$ cat config.mk
export PLATFORM = sky130hd
export DESIGN_NAME = csa_tree_pipe_flat
export DESIGN_NICKNAME = d
export VERILOG_FILES = /design/src/rtl/csa_pkg.sv /design/src/rtl/csa_tree_pipe_if.sv /design/src/rtl/csa_3_2_level.sv /design/src/rtl/csa_tree_pipe.sv /design/src/flat_wrapper.sv
export SDC_FILE = /design/constraint.sdc
export NUM_CORES = 2
export LEC_CHECK = 0
export ABC_CLOCK_PERIOD_IN_PS = 74100
export CORE_AREA = 2 2 433 435
export DETAILED_ROUTE_END_ITERATION = 10
export DIE_AREA = 0 0 435 437
export DONT_BUFFER_PORTS = 1
export HOLD_SLACK_MARGIN = 0.08
export PLACE_DENSITY = 0.59
export SLEW_MARGIN = 10
export SYNTH_ARGS = -nofsm -noshare
export SYNTH_HDL_FRONTEND = slang
export SYNTH_SLANG_ARGS = --single-unit
export TNS_END_PERCENT = 10
$ cat constraint.sdc
create_clock -name clk -period 74.1 [get_ports clk]
set_clock_uncertainty 0.1 [all_clocks]
set_input_delay 18.525 -clock clk [delete_from_list [all_inputs] [get_ports clk]]
set_output_delay 18.525 -clock clk [all_outputs]
set_load 0.02 [all_outputs]
$ cat src/rtl/csa_pkg.sv
// Shared elaboration-time helpers for the pipelined carry-save multi-operand adder.
// Everything here is evaluated at elaboration only and does not become logic.
package csa_pkg;

   function automatic int clog2(input int n);
      int r;
      int v;
      r = 0;
      v = n - 1;
      while (v > 0) begin
         r++;
         v = v >> 1;
      end
      return r;
   endfunction

   // Operand count left after one 3:2 level: each triple becomes two, leftovers pass through.
   function automatic int level_step(input int n);
      return 2 * (n / 3) + n % 3;
   endfunction

   function automatic int csa_levels(input int n);
      int m;
      int l;
      m = n;
      l = 0;
      while (m > 2) begin
         m = level_step(m);
         l++;
      end
      return l;
   endfunction

   function automatic int terms_at_level(input int n, input int lvl);
      int m;
      m = n;
      for (int i = 0; i < lvl; i++) m = level_step(m);
      return m;
   endfunction

   function automatic int out_width(input int width, input int terms);
      return width + clog2(terms) + 1;
   endfunction

   // Tree stages (ceil of levels per stage) plus the register behind the final adder.
   function automatic int pipe_latency(input int terms, input int lvl_per_stg);
      return (csa_levels(terms + 1) + lvl_per_stg - 1) / lvl_per_stg + 1;
   endfunction

   // The last level always gets a register so the final adder has a full cycle to itself.
   function automatic bit reg_after_level(input int lvl, input int levels, input int lvl_per_stg);
      return ((lvl + 1) % lvl_per_stg == 0) || (lvl == levels - 1);
   endfunction

endpackage

$ cat src/rtl/csa_tree_pipe_if.sv
// Valid/ready term-set bus into the adder and result bus out of it.
// master = producer of terms and consumer of results; slave = the adder.
interface csa_tree_pipe_if #(
   parameter int WIDTH = 64,
   parameter int TERMS = 16,
   parameter int OUT_W = csa_pkg::out_width(WIDTH, TERMS)
);
   logic                   in_valid;
   logic                   in_ready;
   logic [TERMS*WIDTH-1:0] in_terms;
   logic [TERMS-1:0]       in_neg;
   logic                   out_valid;
   logic                   out_ready;
   logic [OUT_W-1:0]       out_sum;

   modport master (
      output in_valid, in_terms, in_neg, out_ready,
      input  in_ready, out_valid, out_sum
   );

   modport slave (
      input  in_valid, in_terms, in_neg, out_ready,
      output in_ready, out_valid, out_sum
   );
endinterface

$ cat src/rtl/csa_3_2_level.sv
// One combinational carry-save level: every triple becomes sum and shifted majority,
// leftover one or two operands pass through unchanged.
module csa_3_2_level
   import csa_pkg::*;
#(
   parameter  int N_IN  = 3,
   parameter  int WIDTH = 8,
   localparam int N_OUT = level_step(N_IN)
) (
   input  logic [N_IN*WIDTH-1:0]  terms,
   output logic [N_OUT*WIDTH-1:0] sums
);
   localparam int N_GRP = N_IN / 3;
   localparam int N_REM = N_IN % 3;

   for (genvar g = 0; g < N_GRP; g++) begin : g_grp
      logic [WIDTH-1:0] a;
      logic [WIDTH-1:0] b;
      logic [WIDTH-1:0] c;

      assign a = terms[(3*g)*WIDTH   +: WIDTH];
      assign b = terms[(3*g+1)*WIDTH +: WIDTH];
      assign c = terms[(3*g+2)*WIDTH +: WIDTH];

      assign sums[(2*g)*WIDTH +: WIDTH]   = a ^ b ^ c;
      // Carry bit shifted past the MSB is dropped; the sum is exact modulo 2^WIDTH.
      assign sums[(2*g+1)*WIDTH +: WIDTH] = ((a & b) | (a & c) | (b & c)) << 1;
   end

   if (N_REM > 0) begin : g_pass
      assign sums[2*N_GRP*WIDTH +: N_REM*WIDTH] = terms[3*N_GRP*WIDTH +: N_REM*WIDTH];
   end
endmodule

$ cat src/rtl/csa_tree_pipe.sv
// Pipelined multi-operand adder: extend/negate, carry-save tree, carry-propagate add.
// Global-stall valid/ready pipeline; every stage freezes while the result is not taken.
module csa_tree_pipe
   import csa_pkg::*;
#(
   parameter int WIDTH       = 64,
   parameter int TERMS       = 16,
   parameter int SIGNED      = 1,
   parameter int LVL_PER_STG = 2
) (
   input logic              clk,
   input logic              clr,
   csa_tree_pipe_if.slave   bus
);
   localparam int N        = TERMS + 1;
   localparam int LEVELS   = csa_levels(N);
   localparam int OUT_W    = out_width(WIDTH, TERMS);
   localparam int LATENCY  = pipe_latency(TERMS, LVL_PER_STG);
   localparam int TREE_STG = LATENCY - 1;
   localparam int EXT_W    = OUT_W - WIDTH;

   logic                  stall;
   logic [TREE_STG-1:0]   vld;
   logic                  out_valid_q;
   logic [OUT_W-1:0]      out_sum_q;
   logic [OUT_W-1:0]      cpa_sum;
   logic [N*OUT_W-1:0]    lvl0;
   logic [2*OUT_W-1:0]    last;

   assign stall         = out_valid_q && !bus.out_ready;
   assign bus.in_ready  = !stall;
   assign bus.out_valid = out_valid_q;
   assign bus.out_sum   = out_sum_q;

   // Subtraction as ~x + 1: invert here, and the +1s are gathered into one extra operand.
   always_comb begin : p_extend
      logic [WIDTH-1:0] term;
      logic [OUT_W-1:0] ext;
      logic [OUT_W-1:0] corr;
      // NOTE: blocking assignments in combinational blocks so the running count
      // is read back within the same evaluation; defaults first avoid latches.
      term = '0;
      ext  = '0;
      corr = '0;
      lvl0 = '0;
      for (int k = 0; k < TERMS; k++) begin
         term = bus.in_terms[k*WIDTH +: WIDTH];
         ext  = (SIGNED != 0) ? {{EXT_W{term[WIDTH-1]}}, term} : {{EXT_W{1'b0}}, term};
         lvl0[k*OUT_W +: OUT_W] = bus.in_neg[k] ? ~ext : ext;
         corr = corr + OUT_W'(bus.in_neg[k]);
      end
      lvl0[TERMS*OUT_W +: OUT_W] = corr;
   end

   for (genvar i = 0; i < LEVELS; i++) begin : g_lvl
      localparam int N_IN  = terms_at_level(N, i);
      localparam int N_OUT = terms_at_level(N, i + 1);

      logic [N_IN*OUT_W-1:0]  d;
      logic [N_OUT*OUT_W-1:0] s;
      logic [N_OUT*OUT_W-1:0] q;

      if (i == 0) begin : g_src
         assign d = lvl0;
      end else begin : g_src
         assign d = g_lvl[i-1].q;
      end

      csa_3_2_level #(
         .N_IN  (N_IN),
         .WIDTH (OUT_W)
      ) u_level (
         .terms (d),
         .sums  (s)
      );

      if (reg_after_level(i, LEVELS, LVL_PER_STG)) begin : g_reg
         // NOTE: wide datapath registers carry no reset; the valid bits alone
         // decide whether their contents mean anything.
         always_ff @(posedge clk) begin
            if (!stall) q <= s;
         end
      end else begin : g_wire
         assign q = s;
      end
   end

   assign last    = g_lvl[LEVELS-1].q;
   assign cpa_sum = last[OUT_W-1:0] + last[2*OUT_W-1:OUT_W];

   always_ff @(posedge clk or negedge clr) begin
      if (!clr) begin
         vld         <= '0;
         out_valid_q <= 1'b0;
         out_sum_q   <= '0;
      end else if (!stall) begin
         vld[0] <= bus.in_valid;
         for (int k = 1; k < TREE_STG; k++) vld[k] <= vld[k-1];
         out_valid_q <= vld[TREE_STG-1];
         // Bubbles leave the last result in place rather than loading stale tree data.
         if (vld[TREE_STG-1]) out_sum_q <= cpa_sum;
      end
   end
endmodule
$ cat src/flat_wrapper.sv
// flat-port wrapper written by rule: the top's interface ports become plain ports
module csa_tree_pipe_flat import csa_pkg::*;
#(
   parameter int WIDTH       = 64,
   parameter int TERMS       = 16,
   parameter int SIGNED      = 1,
   parameter int LVL_PER_STG = 2
)
  (clk, clr, bus_in_valid, bus_in_terms, bus_in_neg, bus_out_ready, bus_in_ready, bus_out_valid, bus_out_sum);
  csa_tree_pipe_if #(.WIDTH(WIDTH), .TERMS(TERMS)) bus_i ();
  input logic clk;
  input logic clr;
  input wire logic [$bits(bus_i.in_valid)-1:0] bus_in_valid;
  input wire logic [$bits(bus_i.in_terms)-1:0] bus_in_terms;
  input wire logic [$bits(bus_i.in_neg)-1:0] bus_in_neg;
  input wire logic [$bits(bus_i.out_ready)-1:0] bus_out_ready;
  output wire logic [$bits(bus_i.in_ready)-1:0] bus_in_ready;
  output wire logic [$bits(bus_i.out_valid)-1:0] bus_out_valid;
  output wire logic [$bits(bus_i.out_sum)-1:0] bus_out_sum;
  assign bus_i.in_valid = bus_in_valid;
  assign bus_i.in_terms = bus_in_terms;
  assign bus_i.in_neg = bus_in_neg;
  assign bus_i.out_ready = bus_out_ready;
  assign bus_in_ready = bus_i.in_ready;
  assign bus_out_valid = bus_i.out_valid;
  assign bus_out_sum = bus_i.out_sum;
  csa_tree_pipe #(.WIDTH(WIDTH), .TERMS(TERMS), .SIGNED(SIGNED), .LVL_PER_STG(LVL_PER_STG)) u_core (.clk(clk), .clr(clr), .bus(bus_i));
endmodule
==> metrics.txt <==
switching share of power=0.398; Worst path slowest cell=nand2b_4; drt total wl=approximately 220000 um; layout cell share with drive strength beyond 1=0.0394; Yosys Warn Count=0; Overflow after GRT=0; Placed Cells=7320; Worst Max-Slew Pin Slew=~1.2 ns; setup ws final=about 37 ns; DR pass1 iterations=5; Tcrit/Tclk final=0.507; Buf+Inv Stages, Crit Path=0; Reg clk slew, reported paths=~0.050 ns; Max-Cap Viols=0; Hold Crit Class=reg2reg; Area after DPL=~0.07 mm^2; Synth cell types=70; clk buf depth=3; CP startpoint=bus_out_ready; final number of setup-violating endpoints=0; final net count=a little over 7000; IO Pins=between 1000 and 1500; R2R Setup Slk=just under 70 ns; Sequential Power Share=0.376; DIE HEIGHT=~440 um; CTS tree=yes; power share of the clock group=0.169; routed via count=35700; Crit path largest cell delay=about 0.32 ns; Int Power=roughly 2.0 mW; DRC=0; die area=0.190 mm^2; largest net degree at the start of global routing=between 150 and 200; outcome=finished, final reports clean; Area Overhead vs Synth=9.44%; Initial DRC Count=about 2600; min Tclk post-route=about 38 ns; LEAKAGE=30.1 nW; Seq/Total Area, Yosys=0.439; area leader, netlist=edfxtp_1; FF/Latch Area=0.0295 mm^2; Commonest cells post-synth=inv_1, edfxtp_1, fa_1; crit-path cells=nand2b_4; Yosys top cell area share=0.412; CP top delay family=simple AND/OR/NAND/NOR gates; CTS Sinks=between 900 and 1000; Final HPWL DP=~180000 um; Final Cell Area=between 0.07 and 0.08 mm^2; crit path max fanout=5; Post-Synthesis Net Count=7087; Peak Freq=between 20 and 30 MHz; first-pass GRT wire length=roughly 310000 um; Required @ worst endpoint=approximately 55 ns; Setup Buffers After CTS=0; most common cell in the netlist=inv_1; Avg WL per Cell=around 30 um; startpoint types=primary input; synth top area cells=edfxtp_1, fa_1, xnor2_1, xor2_1, inv_1; P per Cell Area=45.1 mW/mm^2; combinational share of power=0.455; top_reg_cell synth=edfxtp_1; Setup CP Type=in2out; standard-cell row count=between 150 and 200; Setup crit end=bus_in_ready; RSZ-0062 raised after global routing=false; Mean Syn Cell Area=around 13 um^2; final std cells w/o fill=around 7500; critical path depth=1; fillers=17525; Skew-Pair Late Insertion Delay=0.75 ns; FF-to-FF End=u_core.g_lvl[1].q[398]; setup TNS=0 ns; Die W=435 um; dpl ws=roughly 37 ns; mapped cell area=0.0673 mm^2; Overall Global Routing Usage=0.236; Mapped Cells=around 5000; Via-to-Cell Ratio=between 4 and 5; FF-to-FF path depth=5; vias in the first global route=~40000; H-tree levels=3; worst path arrival time=18.91 ns; Post-CTS Hold Buffers=0; Routed Antenna Nets=0; relative slew slack=0.230; core area=about 0.19 mm^2; Fin. Hold Viols=0; # resized after CTS=0; RR Startpoint=u_core.bus.out_valid; area used by multi-input combinational logic=around 0.033 mm^2; EDFF count, synth=922; Clock Tree Root=clkbuf_16; initial core utilization=0.364; FF+latch count, synth=about 1000; antenna violations before repair=25; Pwr Total=3.32 mW; Async S/R FF share, synth=0.0734; Port Buffers=0; maximum vdd drop=approximately 0.027 mV; Slew Viols, Final=0; TritonCTS Buffers=between 100 and 150; sw power=1.32 mW; Worst setup EP type=output port; GPL Wtd Cong=about 0.97
[cell families after synthesis]
kind of cell | synth area share
flip-flops | 0.439
adder cells (fa/ha/maj) | 0.300
multiplexers | 0.000800
AO/OA/AOI/OAI | 0.0300
AND/OR/NAND/NOR | 0.0202
buffers and inverters | 0.0693
XOR/XNOR | 0.141
[state kept, by name, indices dropped and copies added (netlist names)]
register,flops
u_core.g_lvl.q,922
u_core.bus.out_sum,69
u_core.bus.out_valid,1
u_core.vld,3
[metal layers]
metal / track usage / up-vias / routed length (um)
met2: 0.394 / 1072 / 110000
li1: - / 15444 / -
met5: 0 / - / 41
met3: 0.0585 / 223 / 14500
met1: 0.304 / 18955 / 92900
met4: 0.0709 / 6 / 6830
[metrics by stage]
stage	utilization	hold WS, ns
after detailed placement	0.378	0.310
after floorplan	-	0.300
after CTS	0.398	0.324
after global routing	0.398	0.339
after global placement	0.378	0.316
final	0.398	0.321
[cells in the final DEF, fill, tap and decap left out, types with 4 or more instances in the layout]
cell type and count:
nor2_1 47, clkinv_1 19, buf_4 16, o21ai_0 91, a21oi_1 88, clkinv_4 5, o211ai_1 5, clkinv_2 16
nor2b_1 7, dfrtp_1 73, nand3_1 15, xor2_1 475, nor3b_1 4, nand2_1 139, a21boi_0 6, diode_2 17
o21a_1 9, nor3_1 17, inv_1 1075, xnor2_1 609, ha_1 140, nand2b_1 9, o21bai_1 13, a31oi_1 5
edfxtp_1 922, clkbuf_1 32, fa_1 920, or3_1 8, and2_1 4, bufinv_16 13, and3_1 5, clkbuf_16 114
a21o_1 30, o21ai_1 9, clkinvlp_4 5, a211oi_1 7, nand4_1 30
[cell type report]
type,count,share of cell area
Multi-Input combinational cell,2753,0.450
Sequential cell,995,0.401
Inverter,1075,0.0548
Tap cell,2480,0.0421
Clock buffer,146,0.0404
Clock inverter,64,0.00959
Timing Repair Buffer,17,0.00190
Antenna cell,17,0.000578
[worst min path at each step]
stage | startpoint | endpoint | slack [ns] | cells past startpoint
after detailed placement | u_core.g_lvl[1].q[414] | u_core.g_lvl[3].q[138] | 0.31 | 0
final | u_core.g_lvl[1].q[414] | u_core.g_lvl[3].q[138] | 0.32 | 0
after global placement | u_core.g_lvl[1].q[414] | u_core.g_lvl[3].q[138] | 0.32 | 0
after global routing | u_core.g_lvl[1].q[414] | u_core.g_lvl[3].q[138] | 0.34 | 0
after CTS | u_core.g_lvl[1].q[414] | u_core.g_lvl[3].q[138] | 0.32 | 0
after floorplan | u_core.g_lvl[1].q[414] | u_core.g_lvl[3].q[138] | 0.30 | 0
[power by group through the flow]
stage | logic [mW] | clock network [mW] | registers, mW
CTS | 1.55 | 0.580 | 1.26
global route | 1.75 | 0.600 | 1.28
finish | 1.51 | 0.563 | 1.25
floorplan | 0.984 | 0 | 1.34
global placement | 1.52 | 0 | 1.26
detailed placement | 1.55 | 0 | 1.26
(Power assumes the default switching activity.)
